[config.mk]
export PLATFORM = sky130hd
export DESIGN_NAME = dkong_sound_cmd
export DESIGN_NICKNAME = d
export VERILOG_FILES = /design/src/rtl/dkong_sound_cmd.sv
export SDC_FILE = /design/constraint.sdc
export NUM_CORES = 1
export LEC_CHECK = 0
export BUFFER_PORTS_ARGS = -buffer_cell sky130_fd_sc_hd__buf_2
export CORE_MARGIN = 5
export CORE_UTILIZATION = 29
export CTS_CLUSTER_DIAMETER = 40
export DETAILED_ROUTE_END_ITERATION = 10
export REMOVE_ABC_BUFFERS = 1
export SETUP_SLACK_MARGIN = 0.15
export SYNTH_ARGS = -nofsm -noshare
export SYNTH_HDL_FRONTEND = slang
export SYNTH_SLANG_ARGS = --single-unit
[constraint.sdc]
create_clock -name W_CLK_24576M -period 3.2 [get_ports W_CLK_24576M]
set_input_delay 0.32 -clock W_CLK_24576M [delete_from_list [all_inputs] [get_ports W_CLK_24576M]]
set_output_delay 0.32 -clock W_CLK_24576M [all_outputs]
set_load 0.1 [all_outputs]
[src/rtl/dkong_sound_cmd.sv]
// Main-CPU sound command latches (3D, 6H, 5H, 4H) with per-channel
// trigger hold timing, SACK synchronizer and busy flag.
//
// Ports:
//   W_CLK_24576M   sole clock
//   W_RESETn       async active-low reset
//   I_D, I_A       CPU write data / latch bit select
//   I_*_WE         level write strobes, one write per rising edge
//   I_SACK         async sound-CPU acknowledge
//   W_3D_Q         sound data latch
//   W_6H_Q         sound trigger latch
//   W_5H_Q0        sound-CPU interrupt bit
//   W_4H_Q         DKJR extra control bits
//   O_SACK_RD      synchronized I_SACK
//   O_BUSY         a trigger channel is holding or has a pending value
module dkong_sound_cmd #(
  parameter int HOLD_CLKS = 4096
) (
  input  logic       W_CLK_24576M,
  input  logic       W_RESETn,
  input  logic [7:0] I_D,
  input  logic [2:0] I_A,
  input  logic       I_3D_WE,
  input  logic       I_6H_WE,
  input  logic       I_5H_WE,
  input  logic       I_4H_WE,
  input  logic       I_SACK,
  output logic [4:0] W_3D_Q,
  output logic [6:0] W_6H_Q,
  output logic       W_5H_Q0,
  output logic [1:0] W_4H_Q,
  output logic       O_SACK_RD,
  output logic       O_BUSY
);

  localparam logic [11:0] RELOAD = 12'(HOLD_CLKS - 1);

  logic [3:0]  we;
  logic [3:0]  lo_q;
  logic [3:0]  wr;
  logic [4:0]  d3_q, d3_d;
  logic [1:0]  h4_q, h4_d;
  logic [7:0]  chw;
  logic [7:0]  out_q, out_d;
  logic [7:0]  pv_q, pv_d;
  logic [7:0]  pval_q, pval_d;
  logic [7:0]  app_q, app_d;
  logic [7:0]  cnz;
  logic [11:0] cnt_q [8];
  logic [11:0] cnt_d [8];
  logic [1:0]  sack_q;
  logic        busy_q;

  assign we = {I_4H_WE, I_5H_WE, I_6H_WE, I_3D_WE};
  // lo_q resets to 0, so a strobe high at reset release must
  // first be seen low before it can count as a write.
  assign wr = we & lo_q;

  always_comb begin
    d3_d = d3_q;
    h4_d = h4_q;
    chw  = '0;
    if (wr[0]) d3_d = I_D[4:0];
    if (wr[1] && I_A != 3'd7) chw[I_A] = 1'b1;
    if (wr[2] && I_A == 3'd0) chw[7] = 1'b1;
    if (wr[3] && I_A <= 3'd1) h4_d[I_A[0]] = I_D[0];
  end

  always_comb begin
    logic v;
    logic epv;
    out_d  = out_q;
    pv_d   = pv_q;
    pval_d = pval_q;
    app_d  = app_q;
    cnz    = '0;
    v      = 1'b0;
    epv    = 1'b0;
    for (int i = 0; i < 8; i++) begin
      cnt_d[i] = cnt_q[i];
      cnz[i]   = cnt_q[i] != 12'd0;
      v   = chw[i] ? I_D[0] : pval_q[i];
      epv = pv_q[i] | chw[i];
      if (!cnz[i]) begin
        // Idle, or applying a pending value one edge after expiry.
        if (chw[i] || app_q[i]) begin
          app_d[i] = 1'b0;
          if (v != out_q[i]) begin
            out_d[i] = v;
            cnt_d[i] = RELOAD;
          end
        end
      end else begin
        pval_d[i] = v;
        if (cnt_q[i] == 12'd1 && epv) begin
          pv_d[i]  = 1'b0;
          cnt_d[i] = 12'd0;
          app_d[i] = v != out_q[i];
        end else begin
          pv_d[i]  = epv;
          cnt_d[i] = cnt_q[i] - 12'd1;
        end
      end
    end
  end

  always_ff @(posedge W_CLK_24576M or negedge W_RESETn) begin
    if (!W_RESETn) begin
      lo_q   <= '0;
      d3_q   <= '0;
      h4_q   <= '0;
      out_q  <= '0;
      pv_q   <= '0;
      pval_q <= '0;
      app_q  <= '0;
      sack_q <= '0;
      busy_q <= 1'b0;
      for (int i = 0; i < 8; i++) cnt_q[i] <= '0;
    end else begin
      lo_q   <= ~we;
      d3_q   <= d3_d;
      h4_q   <= h4_d;
      out_q  <= out_d;
      pv_q   <= pv_d;
      pval_q <= pval_d;
      app_q  <= app_d;
      sack_q <= {sack_q[0], I_SACK};
      busy_q <= |(cnz | pv_q | app_q);
      for (int i = 0; i < 8; i++) cnt_q[i] <= cnt_d[i];
    end
  end

  assign W_3D_Q    = d3_q;
  assign W_6H_Q    = out_q[6:0];
  assign W_5H_Q0   = out_q[7];
  assign W_4H_Q    = h4_q;
  assign O_SACK_RD = sack_q[1];
  assign O_BUSY    = busy_q;

endmodule
==> implementation parameters <==
Parameter                              Value

Critical path
  Data arrival time of the critical path ... 3010 ps
  Crit-path cells ... inv_1 > ha_1 > or3b_1 > or4_1 > or3_1 > or4_1
  Reg-to-reg setup timing slack ... 480 ps
  Startpoint Class ... register
  Standard cell with the maximum stage delay on the critical path ... or4_1
  Category of the most critical setup path ... reg2reg
  Critical path's largest stage delay ... 580 ps
  Library cell appearing most often on the critical path ... or4_1
  Category of the worst setup path capture point ... register
  Required time of the critical path ... 3490 ps
  Maximum fanout along the worst path ... 5

Floorplanning
  Core region area ... 0.0259 mm2
  Std cell rows ... 59
  Die boundary width ... 172 um
  Height of the die ... 172 um
  Full die area ... 0.0295 mm2
  Number of top-level pins ... 35
  Initial Util ... 29.3%

Status
  Status ... finished, final reports clean

Timing
  Total of endpoints with negative setup slack in the final report ... 0
  Transition time at the pin with the least slew margin ... 879 ps
  Total negative slack for setup checks ... 0 ps
  Relative slew slack ... 40.9%
  Final setup skew ... 7.78 ps
  Period minus WS final ... 2720 ps
  Part of the cycle the worst path needs ... 85.1%
  Maximum clock frequency ... 0.367 GHz
  Final Max Tran Viols ... 0
  RSZ-0062 raised after global routing ... false
  Number of hold violations in the final report ... 0
  Tightest hold margin ... 48.9 ps

CTS
  Clock sinks ... 142
  Root buffer cell ... clkbuf_16
  Clock latency on the worst-skew pair ... 420 ps
  Deepest clock path buffer count ... 2
  Cells resized by post-CTS repair ... 0
  Post-CTS clock slew at the launch and capture registers of the worst setup and hold paths ... 60 ps
  Number of buffers created by CTS ... 17
  CTS tree ... done
  H-tree depth reported by CTS ... 4

Synthesis
  Netlist area before placement ... 0.00759 mm2
  Warning count from the yosys run ... 0
  Post-Synthesis Cells ... 790
  Top FF cell, synth ... dfrtp_1
  EDFF count, synth ... 0
  Register area share after synthesis ... 46.8%
  Number of distinct library cell variants in the gate-level netlist after synthesis ... 60
  Mean area per synthesized cell ... 9.61 um2
  Yosys reg bits ... 142
  Synth async-reset ratio ... 100%

Flow run
  Max-capacitance violation count ... 0

Place
  Placer congestion estimate ... 0.809
  Post-DP HPWL ... 11,900 um
  Port Buffers ... 31

Finish
  Final antenna diode count ... 0
  NumNets Final ... 867
  Layout cell share with drive strength beyond 1 ... 11.7%
  Number of filler cells placed in the layout ... 2,598
  Layout overhead on the synthesized area ... 15.9%
  Final core utilization ... 34.0%

Routing
  Detailed Route Iter0 Violations ... 249
  Antenna violation net count after detailed routing ... 0
  Number of iterations in the first detailed-routing pass ... 4
  Post-route DRC ... 0
  Wire per inst ... 14.0 um
  Routed wire length ... 16,600 um
  Vias after detailed routing ... 5,924
  Vias per std cell ... 5.02

Power
  Max VDD drop ... 352 uV
  Static leakage power ... 3.45 nW
  PD cells ... 494 mW/mm2

Min path
  Hold/Removal Path Class ... in2reg

GRT
  Global-route usage over all layers ... 11.8%
  Total global routing overflow ... 0
  Via count of the first global-routing pass ... 5,807
  Global-route wire length before repair ... 28,600 um
  Initial antenna violation count ... 0
  Maximum number of pins on one net before global-route repair ... 66
state kept, by name, summed over array words and instances (netlist names), 4 cells and up:
signal and count:
W_3D_Q 5, app_q 8, cnt_q 96, lo_q 4, out_q 8, pv_q 8
pval_q 8
cells in the final DEF, fill, tap and decap left out, types with 16 or more instances in the layout:
cell and count:
a21oi_1 39, buf_2 30, clkbuf_16 17, dfrtp_1 142, ha_1 16, inv_1 34
mux2_2 18, nand2_1 52, nand3_1 19, nor2_1 71, nor3_1 26, nor4_1 21
o21ai_0 70, or3_1 16, or4_1 17, xnor2_1 36, xor2_1 26
synth_stat cells (7+ instances only):
library cell | instances | area (um2)
dfrtp_1 | 142 | 3550
nor2_1 | 71 | 267
o21ai_0 | 70 | 350
nand2_1 | 52 | 195
a21oi_1 | 39 | 195
xnor2_1 | 36 | 315
inv_1 | 34 | 128
nor3_1 | 26 | 130
xor2_1 | 26 | 228
nor4_1 | 21 | 131
nand3_1 | 19 | 95.1
mux2_2 | 18 | 203
or4_1 | 17 | 128
ha_1 | 16 | 200
or3_1 | 16 | 100
nor2b_1 | 15 | 93.8
o22ai_1 | 15 | 93.8
o31ai_1 | 15 | 113
clkbuf_1 | 14 | 52.6
mux2i_1 | 12 | 120
a21boi_0 | 9 | 67.6
o21a_1 | 9 | 67.6
a31oi_1 | 7 | 43.8
and2_1 | 7 | 43.8
nand2b_1 | 7 | 43.8
nand3b_1 | 7 | 52.6
o211ai_1 | 7 | 52.6
critical path, delay by kind of cell, from the launching register on:
kind,cells,cell delay (ps)
buffers and inverters,1,90
DFF,1,420
and+or+nand+nor,4,1910
adders and majority gates,1,180
final cells by class:
class	count	area [um2]	area share [%]
Multi-Input combinational cell	598	3840	43.7
Sequential cell	142	3550	40.4
Clock buffer	21	450	5.12
Tap cell	335	419	4.76
Timing Repair Buffer	40	246	2.80
Clock inverter	10	163	1.85
Inverter	34	128	1.45
power breakdown:
group          leakage, nW  switching, mW  internal [mW]  total, mW
combinational         1.57          0.261          0.111      0.372
clock                0.294          0.743           1.32       2.06
sequential            1.59         0.0528           1.86       1.91
total                 3.45           1.06           3.29       4.35
per-layer routing:
metal | track usage, % | vias to the layer above | wire, um | part of all wire, %
met1 | 16.2 | 2851 | 8240 | 50
met5 | 0 | - | 0 | 0
met4 | 3.55 | 0 | 245 | 1.5
li1 | - | 2957 | - | -
met2 | 18.5 | 97 | 7420 | 45
met3 | 2.78 | 19 | 648 | 3.9
stage by stage:
stage               cells  setup WS, ps  cell area [um2]  total power, mW
detailed placement   1147           448             8170             2.31
floorplan             774           499             7520             2.19
global route         1180           335             8800             4.53
finish               1180           475             8800             4.35
global placement     1147           464             8170             2.31
CTS                  1180           457             8800             4.42
cells by family after synthesis:
family / Yosys count / share of synthesized area, %
AND/OR/NAND/NOR: 288 / 20.0
AO/OA/AOI/OAI: 202 / 16.5
flip-flops: 142 / 46.8
XOR/XNOR: 62 / 7.15
buffers and inverters: 50 / 2.59
multiplexers: 30 / 4.25
adder cells (fa/ha/maj): 16 / 2.64
worst paths after layout:
kind	startpoint	endpoint	cells past startpoint
worst max-delay path	cnt_q[24]$_DFFE_PN0P_	O_BUSY$_DFF_PN0_	6
worst min-delay path	I_3D_WE	lo_q[0]$_DFF_PN0_	2
worst max register to register	cnt_q[24]$_DFFE_PN0P_	O_BUSY$_DFF_PN0_	6
worst min register to register	sack_q[0]$_DFF_PN0_	sack_q[1]$_DFF_PN0_	0
max in group asynchronous	W_RESETn	cnt_q[75]$_DFFE_PN0P_	3
min in group asynchronous	W_RESETn	cnt_q[32]$_DFFE_PN0P_	2
what timing repair did:
item | CTS | global route
hold endpoints to repair | 41 | 0
setup buffers | 0 | 0
hold buffers | 2 | 0
Note: power is estimated with default switching activity, not from simulation.
